**config.mk**
```make
export PLATFORM = sky130hd
export DESIGN_NAME = keypad_dir_scanner
export DESIGN_NICKNAME = d
export VERILOG_FILES = /design/src/rtl/snake_pkg.sv /design/src/rtl/frame_debounce.sv /design/src/rtl/keypad_dir_scanner.sv
export SDC_FILE = /design/constraint.sdc
export NUM_CORES = 1
export LEC_CHECK = 0
export CAP_MARGIN = 10
export CORE_MARGIN = 2
export CORE_UTILIZATION = 54
export DETAILED_ROUTE_END_ITERATION = 7
export PLACE_DENSITY_LB_ADDON = 0.3
export RECOVER_POWER = 50
export SLEW_MARGIN = 20
export SYNTH_ARGS = -nofsm -noshare
export SYNTH_HDL_FRONTEND = slang
export SYNTH_HIERARCHICAL = 1
export SYNTH_SLANG_ARGS = --single-unit
```
**constraint.sdc**
```tcl
create_clock -name clk -period 2 [get_ports clk]
set_clock_uncertainty 0.05 [all_clocks]
set_input_delay 0.4 -clock clk [delete_from_list [all_inputs] [get_ports clk]]
set_output_delay 0.4 -clock clk [all_outputs]
set_load 0.005 [all_outputs]
```
**src/rtl/snake_pkg.sv**
```systemverilog
// Shared snake-game definitions.
// Holds the direction encoding used by the keypad scanner, the LED driver and
// the game FSM. Also holds the keypad key indices (4*row+col) that carry
// commands, and small helpers that map a key to its command.
package snake_pkg;

    typedef logic [1:0] dir_t;

    // Bit 1 selects the axis (0 = vertical, 1 = horizontal).
    // Bit 0 selects the sense along that axis.
    localparam dir_t DIR_UP    = 2'b00;
    localparam dir_t DIR_DOWN  = 2'b01;
    localparam dir_t DIR_LEFT  = 2'b10;
    localparam dir_t DIR_RIGHT = 2'b11;

    localparam logic [3:0] KEY_UP    = 4'd1;
    localparam logic [3:0] KEY_LEFT  = 4'd4;
    localparam logic [3:0] KEY_START = 4'd5;
    localparam logic [3:0] KEY_RIGHT = 4'd6;
    localparam logic [3:0] KEY_DOWN  = 4'd9;

    typedef struct packed {
        logic is_dir;
        dir_t dir;
        logic is_start;
    } key_cmd_t;

    // Index of the lowest set bit; 0 when no bit is set.
    function automatic logic [3:0] lowest_key(input logic [15:0] keys);
        logic [3:0] idx;
        idx = 4'd0;
        for (int i = 15; i >= 0; i--) begin
            if (keys[i]) idx = 4'(i);
        end
        return idx;
    endfunction

    function automatic key_cmd_t decode_key(input logic [3:0] key);
        key_cmd_t cmd;
        cmd = '{is_dir: 1'b0, dir: DIR_UP, is_start: 1'b0};
        case (key)
            KEY_UP:    begin cmd.is_dir = 1'b1; cmd.dir = DIR_UP;    end
            KEY_DOWN:  begin cmd.is_dir = 1'b1; cmd.dir = DIR_DOWN;  end
            KEY_LEFT:  begin cmd.is_dir = 1'b1; cmd.dir = DIR_LEFT;  end
            KEY_RIGHT: begin cmd.is_dir = 1'b1; cmd.dir = DIR_RIGHT; end
            KEY_START: cmd.is_start = 1'b1;
            default:   ;
        endcase
        return cmd;
    endfunction

    // A turn is legal only onto the other axis. This blocks both a 180-degree
    // reversal and a repeat of the current direction.
    function automatic logic dir_allowed(input dir_t cur, input dir_t cand);
        return (cand != cur) && (cand[1] != cur[1]);
    endfunction

endpackage

```
**src/rtl/frame_debounce.sv**
```systemverilog
// Whole-frame debouncer.
// The stable state takes a new frame value only after that value has repeated
// on consecutive frames. A differing frame restarts the count.
// Ports:
//   clk, rst_n  - clock, asynchronous active-low reset
//   raw         - most recent complete frame of key states
//   frame_done  - one-cycle strobe, raw holds a complete new frame
//   stable      - debounced key state
module frame_debounce #(
    parameter int WIDTH          = 16,
    parameter int DEBOUNCE_SCANS = 4
) (
    input  logic             clk,
    input  logic             rst_n,
    input  logic [WIDTH-1:0] raw,
    input  logic             frame_done,
    output logic [WIDTH-1:0] stable
);

    localparam int CNT_W = $clog2(DEBOUNCE_SCANS + 1);

    logic [WIDTH-1:0] prev_raw;
    logic [CNT_W-1:0] stab_cnt;
    logic             same;

    assign same = (raw == prev_raw);

    // NOTE: sequential state uses non-blocking assignments only. Every register
    // then samples pre-edge values, whatever order the statements are in.
    always_ff @(posedge clk or negedge rst_n) begin
        if (!rst_n) begin
            prev_raw <= '0;
            stab_cnt <= '0;
            stable   <= '0;
        end else if (frame_done) begin
            prev_raw <= raw;
            if (same) begin
                // The counter saturates so that a long hold never wraps round
                // into a second update.
                if (stab_cnt != CNT_W'(DEBOUNCE_SCANS))
                    stab_cnt <= stab_cnt + 1'b1;
                if (stab_cnt == CNT_W'(DEBOUNCE_SCANS - 1))
                    stable <= raw;
            end else begin
                stab_cnt <= '0;
            end
        end
    end

endmodule

```
**src/rtl/keypad_dir_scanner.sv**
```systemverilog
// 4x4 membrane keypad scanner with snake direction and start commands.
// Drives one row low at a time and samples the active-low columns at the end
// of each row dwell. Full frames are debounced. Each new press reports its
// lowest-index key as a one-cycle event, which is then mapped to a direction
// or start command.
// Ports:
//   clk, rst_n   - clock, asynchronous active-low reset
//   col_in[3:0]  - keypad columns, active-low (pulled up)
//   row_out[3:0] - keypad row drive, active-low, one row at a time
//   key_valid    - one-cycle pulse on a newly pressed key
//   key_code     - 4*row+col of the last reported key
//   key_held     - any key set in the debounced state
//   dir          - accepted direction (UP/DOWN/LEFT/RIGHT = 00/01/10/11)
//   dir_valid    - one-cycle pulse when dir changes
//   start_pulse  - one-cycle pulse on a new press of the start key
module keypad_dir_scanner
    import snake_pkg::*;
#(
    parameter int SCAN_DIV       = 50000,
    parameter int DEBOUNCE_SCANS = 4
) (
    input  logic       clk,
    input  logic       rst_n,
    input  logic [3:0] col_in,
    output logic [3:0] row_out,
    output logic       key_valid,
    output logic [3:0] key_code,
    output logic       key_held,
    output logic [1:0] dir,
    output logic       dir_valid,
    output logic       start_pulse
);

    localparam int DIV_W = $clog2(SCAN_DIV);

    logic [DIV_W-1:0] div_cnt;
    logic [1:0]       row_idx;
    logic             div_wrap;
    logic [15:0]      raw;
    logic             frame_done;
    logic [15:0]      stable;
    logic [15:0]      stable_d;

    logic [15:0]      new_press;
    logic             any_press;
    logic [3:0]       press_key;
    key_cmd_t         press_cmd;
    logic             dir_accept;

    // ---------------- Row scan and column sampling ----------------
    assign div_wrap = (div_cnt == DIV_W'(SCAN_DIV - 1));
    assign row_out  = ~(4'b0001 << row_idx);

    always_ff @(posedge clk or negedge rst_n) begin
        if (!rst_n) begin
            div_cnt    <= '0;
            row_idx    <= 2'd0;
            raw        <= '0;
            frame_done <= 1'b0;
        end else begin
            frame_done <= 1'b0;
            if (div_wrap) begin
                div_cnt <= '0;
                row_idx <= row_idx + 2'd1;
                // Columns are sampled on the last dwell cycle. The cycles
                // before it let the row line settle after switching.
                raw[{row_idx, 2'b00} +: 4] <= ~col_in;
                frame_done                 <= (row_idx == 2'd3);
            end else begin
                div_cnt <= div_cnt + 1'b1;
            end
        end
    end

    // ---------------- Debounce ----------------
    frame_debounce #(
        .WIDTH          (16),
        .DEBOUNCE_SCANS (DEBOUNCE_SCANS)
    ) u_debounce (
        .clk        (clk),
        .rst_n      (rst_n),
        .raw        (raw),
        .frame_done (frame_done),
        .stable     (stable)
    );

    // ---------------- Press detection and command map ----------------
    // NOTE: each always_comb output is assigned on every path (here
    // unconditionally), so no latch can be inferred.
    always_comb begin
        new_press  = stable & ~stable_d;
        any_press  = |new_press;
        // Only the lowest new key is reported. Others that land in the same
        // frame are dropped and are not queued.
        press_key  = lowest_key(new_press);
        press_cmd  = decode_key(press_key);
        dir_accept = any_press && press_cmd.is_dir && dir_allowed(dir, press_cmd.dir);
    end

    always_ff @(posedge clk or negedge rst_n) begin
        if (!rst_n) begin
            stable_d    <= '0;
            key_valid   <= 1'b0;
            key_code    <= 4'd0;
            key_held    <= 1'b0;
            dir         <= DIR_RIGHT;
            dir_valid   <= 1'b0;
            start_pulse <= 1'b0;
        end else begin
            stable_d    <= stable;
            key_held    <= |stable;
            key_valid   <= any_press;
            start_pulse <= any_press && press_cmd.is_start;
            dir_valid   <= dir_accept;
            if (any_press)
                key_code <= press_key;
            if (dir_accept)
                dir <= press_cmd.dir;
        end
    end

endmodule

```
==> results.yml <==
pwr:
  switchingPower_uw: 695
  power.density_cell_area_nw_per_um2: 622
  clock_share_of_power_pct: 36.2
  power_report.internal_total_mw: 2.43
  power_leakage_nw: 2.40
  vdd.ir_drop.worst_mv: 0.401
  pwr-share-comb_pct: 1.7
  seq_power_share_pct: 62.1
  switching_share_pct: 22.3
timing:
  maxSlewViolCount: 0
  finalWorstSetupSlack_ns: -0.00256
  timing.final.setup_violations: 1
  timing.final.crit_period_ns: 2.00
  fmax_ghz: 0.499
  grt_setup_unrepaired: "yes"
  hold_viol: 0
  worst_slew_pin_slew_ns: 1.07
  finalCritPeriodShare_pct: 100
  maxSlewHeadroom_pct: 28.8
worst_setup_path:
  regToRegEndpoint: "u_debounce/stable[8]$_DFFE_PN0P_"
  worst-endpoint-required_ns: 2.19
  cp_slowest_cell: "sky130_fd_sc_hd__dfrtp_1"
  crit_path_start: "u_debounce/prev_raw[2]$_DFFE_PN0P_"
  worstPathMaxFanout: 8
  end_kind: "flop"
  cp.arrival_ns: 2.19
  critPathKind: "reg -> reg"
  worst_r2r_path_depth: 6
  timing.critical_path.cells: "xnor2_2 -> nand4_1 -> nor4_4 -> and3_4 -> clkbuf_16 -> mux2_4"
  worst_setup_start_kind: "flop"
  regToRegStartpoint: "u_debounce/prev_raw[2]$_DFFE_PN0P_"
  ff2ff_setup_slack_ns: -0.003
  critPathMaxStageDelay_ns: 0.41
min_path:
  timing.hold.worst.start: "u_debounce/stable[6]$_DFFE_PN0P_"
  hold_class: "reg -> reg"
  timing.hold.worst_endpoint: "stable_d[6]$_DFF_PN0_"
  hold_depth: 0
clock_network:
  cts.clk_slew.worst_paths_ns: 0.09
  cts-htree-levels: 3
  worst_skew_pair.late_latency_ns: 0.36
  cts_tree: "done"
  clock-sinks: 96
  cts_buffer_count: 9
  cts.root.buffer_cell: "sky130_fd_sc_hd__clkbuf_8"
  clock_path_buffers: 2
cells_and_area:
  multi_input_comb_area_um2: 1840
  antenna_cells_inserted: 0
  final-instance-count-excl-fill: 517
  drive_gt1_share_pct: 24.1
  flow.area_growth_from_synthesis_pct: 17.5
  n_fill_cell: 607
  design.final.nets: 426
  register_area_um2: 2400
synth:
  post_synth_inst_count: 354
  synth_simple_gate_area_share_pct: 15.1
  synth_compound_area_share_pct: 7.73
  postSynthNetCount: 369
  post_synth_mux_area_share_pct: 9.66
  seq_area_frac_synth_pct: 56.3
  synth.ff_latch_count: 96
  synth_cell_type_count: 51
  synthXorXnorAreaFrac_pct: 6.15
  yosysWarnings: 6
  synth.cell_area_um2: 4270
  arithmetic_cell_share_of_the_synthesized_area_counting_full_adders_half_adders_and_majority_gates_pct: 2.64
  syn-mean-instance-area_um2: 12.1
  combinational_family_with_the_most_area_after_synthesis: "simple AND/OR/NAND/NOR gates"
route:
  vias_per_cell: 5.36
  routed_wire_length_per_instance_um: 15.4
  post_detailed_route_count_of_antenna_violating_nets: 0
  finalWirelength_um: 7980
  firstDrtPassIters: 4
  drt-initial-drc-count: 144
  drc: 0
  via_count: 2771
placement:
  post-place-cells: 497
  dp.final_hpwl_um: 5600
  place_congestion: 0.850
  portBuffers: 19
  placement.setup.worst_slack_ns: -0.0396
floorplan:
  placementRows: 32
  floorplan.die.height_um: 93.0
  die_outline_width_um: 93.0
  effective_utilization_at_floorplan_pct: 55.6
  design.die.area_um2: 8640
  boundary_pins: 20
  core-area_um2: 7690
global_routing:
  grt_use_total_pct: 19.8
  overflow: 0
  groute.layer.met2.usage_pct: 31.4
  maximum_number_of_pins_on_one_net_before_global_route_repair: 52
  globalRoute.busiestLayer: "met2"
  gr-usage-met3_pct: 3.17
  grt_util_met1_pct: 27.0
  grt_first_pass_wirelength_um: 13200
  antenna_found_initial: 0
  via_count_of_the_first_global_routing_pass: 2723
flow_run:
  cap_viol_max_count: 0
run_status:
  run_status: "complete, but fails checks"
  failed_checks: "negative setup slack"
## timing repair
action	CTS	global route
resized for setup	11	13
hold endpoints to repair	23	0
buffers inserted	1	2
endpoints found under the setup margin	20	18
hold buffers	1	0
pin swaps	3	6
gates cloned	0	1
## final cells by class
class / count / share of cell area [%]
clock buffer: 10 / 2.74
clock inverter: 5 / 0.673
inverter: 15 / 1.12
multi-input combinational: 237 / 36.6
sequential: 96 / 47.9
tap: 102 / 2.54
timing repair buffer: 52 / 8.38
## metal layers
metal	vias to the layer above	wire, um	part of all wire (%)
met4	0	125	1.6
met2	36	3920	49
li1	1352	-	-
met1	1373	3770	47
met3	10	158	2.0
met5	-	0	0
## power by group through the flow
stage                     sequential, mW  clock [mW]  combinational, mW
after floorplan                     1.98           0        0.000000304
after global placement              1.98           0             0.0589
after detailed placement            1.98           0             0.0598
after CTS                           1.94        1.15             0.0614
after global routing                1.94        1.23             0.0631
final                               1.94        1.13             0.0535
## through the flow
stage	instance area [um2]	hold WS, ns	util, %	setup TNS [ns]	power (mW)
floorplan	4270	0.0544	-	0	1.98
global placement	4780	0.278	62.1	0	2.04
detailed placement	4780	0.282	62.1	-0.183	2.04
CTS	4990	0.391	64.9	0	3.15
global route	5020	0.409	65.3	-0.610	3.23
finish	5020	0.399	65.3	-0.00256	3.12
## cells in the mapped netlist (all sizes together)
cell	n	share of area (%)
o21ai	11	1.4
or3	2	0.29
and2b	2	0.44
ha	9	2.6
nor4	6	1.4
a22o	1	0.21
dfrtp	94	55
o2bb2ai	1	0.21
nand2	39	3.4
xnor2	22	4.5
nor2b	9	1.7
nor4b	1	0.21
a21oi	5	0.67
a21boi	1	0.18
and4b	1	0.23
xor2	8	1.6
nor3	7	0.82
nand4	8	1.2
buf	3	0.85
and4	1	0.21
nand3	11	1.3
nor2	18	1.6
a221oi	2	0.41
nand2b	8	1.3
a311oi	1	0.35
a31oi	2	0.29
inv	15	1.3
or2	1	0.15
clkbuf	3	0.26
o211a	1	0.23
a32o	1	0.26
o31ai	16	2.8
mux2	33	9.7
dfstp	2	1.2
and3	6	0.91
o22ai	1	0.15
o21a	1	0.35
a2bb2o	1	0.23
## flip-flops by register name (all words and copies together) (netlist names)
signal,cells
div_cnt,16
raw,16
stable_d,16
u_debounce/prev_raw,16
u_debounce/stable,16
key_code,4
u_debounce/stab_cnt,3
dir,2
row_idx,2
dir_valid,1
frame_done,1
key_held,1
key_valid,1
start_pulse,1
## cells by family (layout without fill, tap and decap cells)
kind of cell	Yosys count	in the layout
AND/OR/NAND/NOR	120	120
flip-flops	96	96
AO/OA/AOI/OAI	45	45
multiplexers	33	33
XOR/XNOR	30	30
buffers and inverters	21	82
adder cells (fa/ha/maj)	9	9
## layout by cell type, fill, tap and decap left out, drive strengths merged, types with 2 or more instances in the layout
master	instances
a21oi	5
a221oi	2
a31oi	2
and2b	2
and3	6
buf	20
clkbuf	23
clkdlybuf4s50	14
clkinv	3
clkinvlp	2
dfrtp	94
dfstp	2
dlygate4sd2	4
ha	9
inv	15
mux2	33
nand2	39
nand2b	8
nand3	11
nand4	8
nor2	18
nor2b	9
nor3	7
nor4	6
o21ai	11
o31ai	16
or3	2
xnor2	22
xor2	8
## how the worst max path moves through the flow
stage               slack (ns)  depth (start not counted)                                 to
detailed placement       -0.04                          6   u_debounce/stable[3]$_DFFE_PN0P_
global route             -0.05                          6  u_debounce/stable[12]$_DFFE_PN0P_
floorplan                 0.02                          7  u_debounce/stable[10]$_DFFE_PN0P_
CTS                     0.0005                          6   u_debounce/stable[3]$_DFFE_PN0P_
finish                  -0.003                          6   u_debounce/stable[8]$_DFFE_PN0P_
global placement          0.01                          6   u_debounce/stable[1]$_DFFE_PN0P_
## critical path: cells and delay by family, from the launching register on
family,cells,cell delay [ns]
flops,1,0.41
buf+inv,1,0.16
xor+xnor,1,0.18
simple gates,3,0.79
mux,1,0.30
Power figures use the tool's default switching activity.
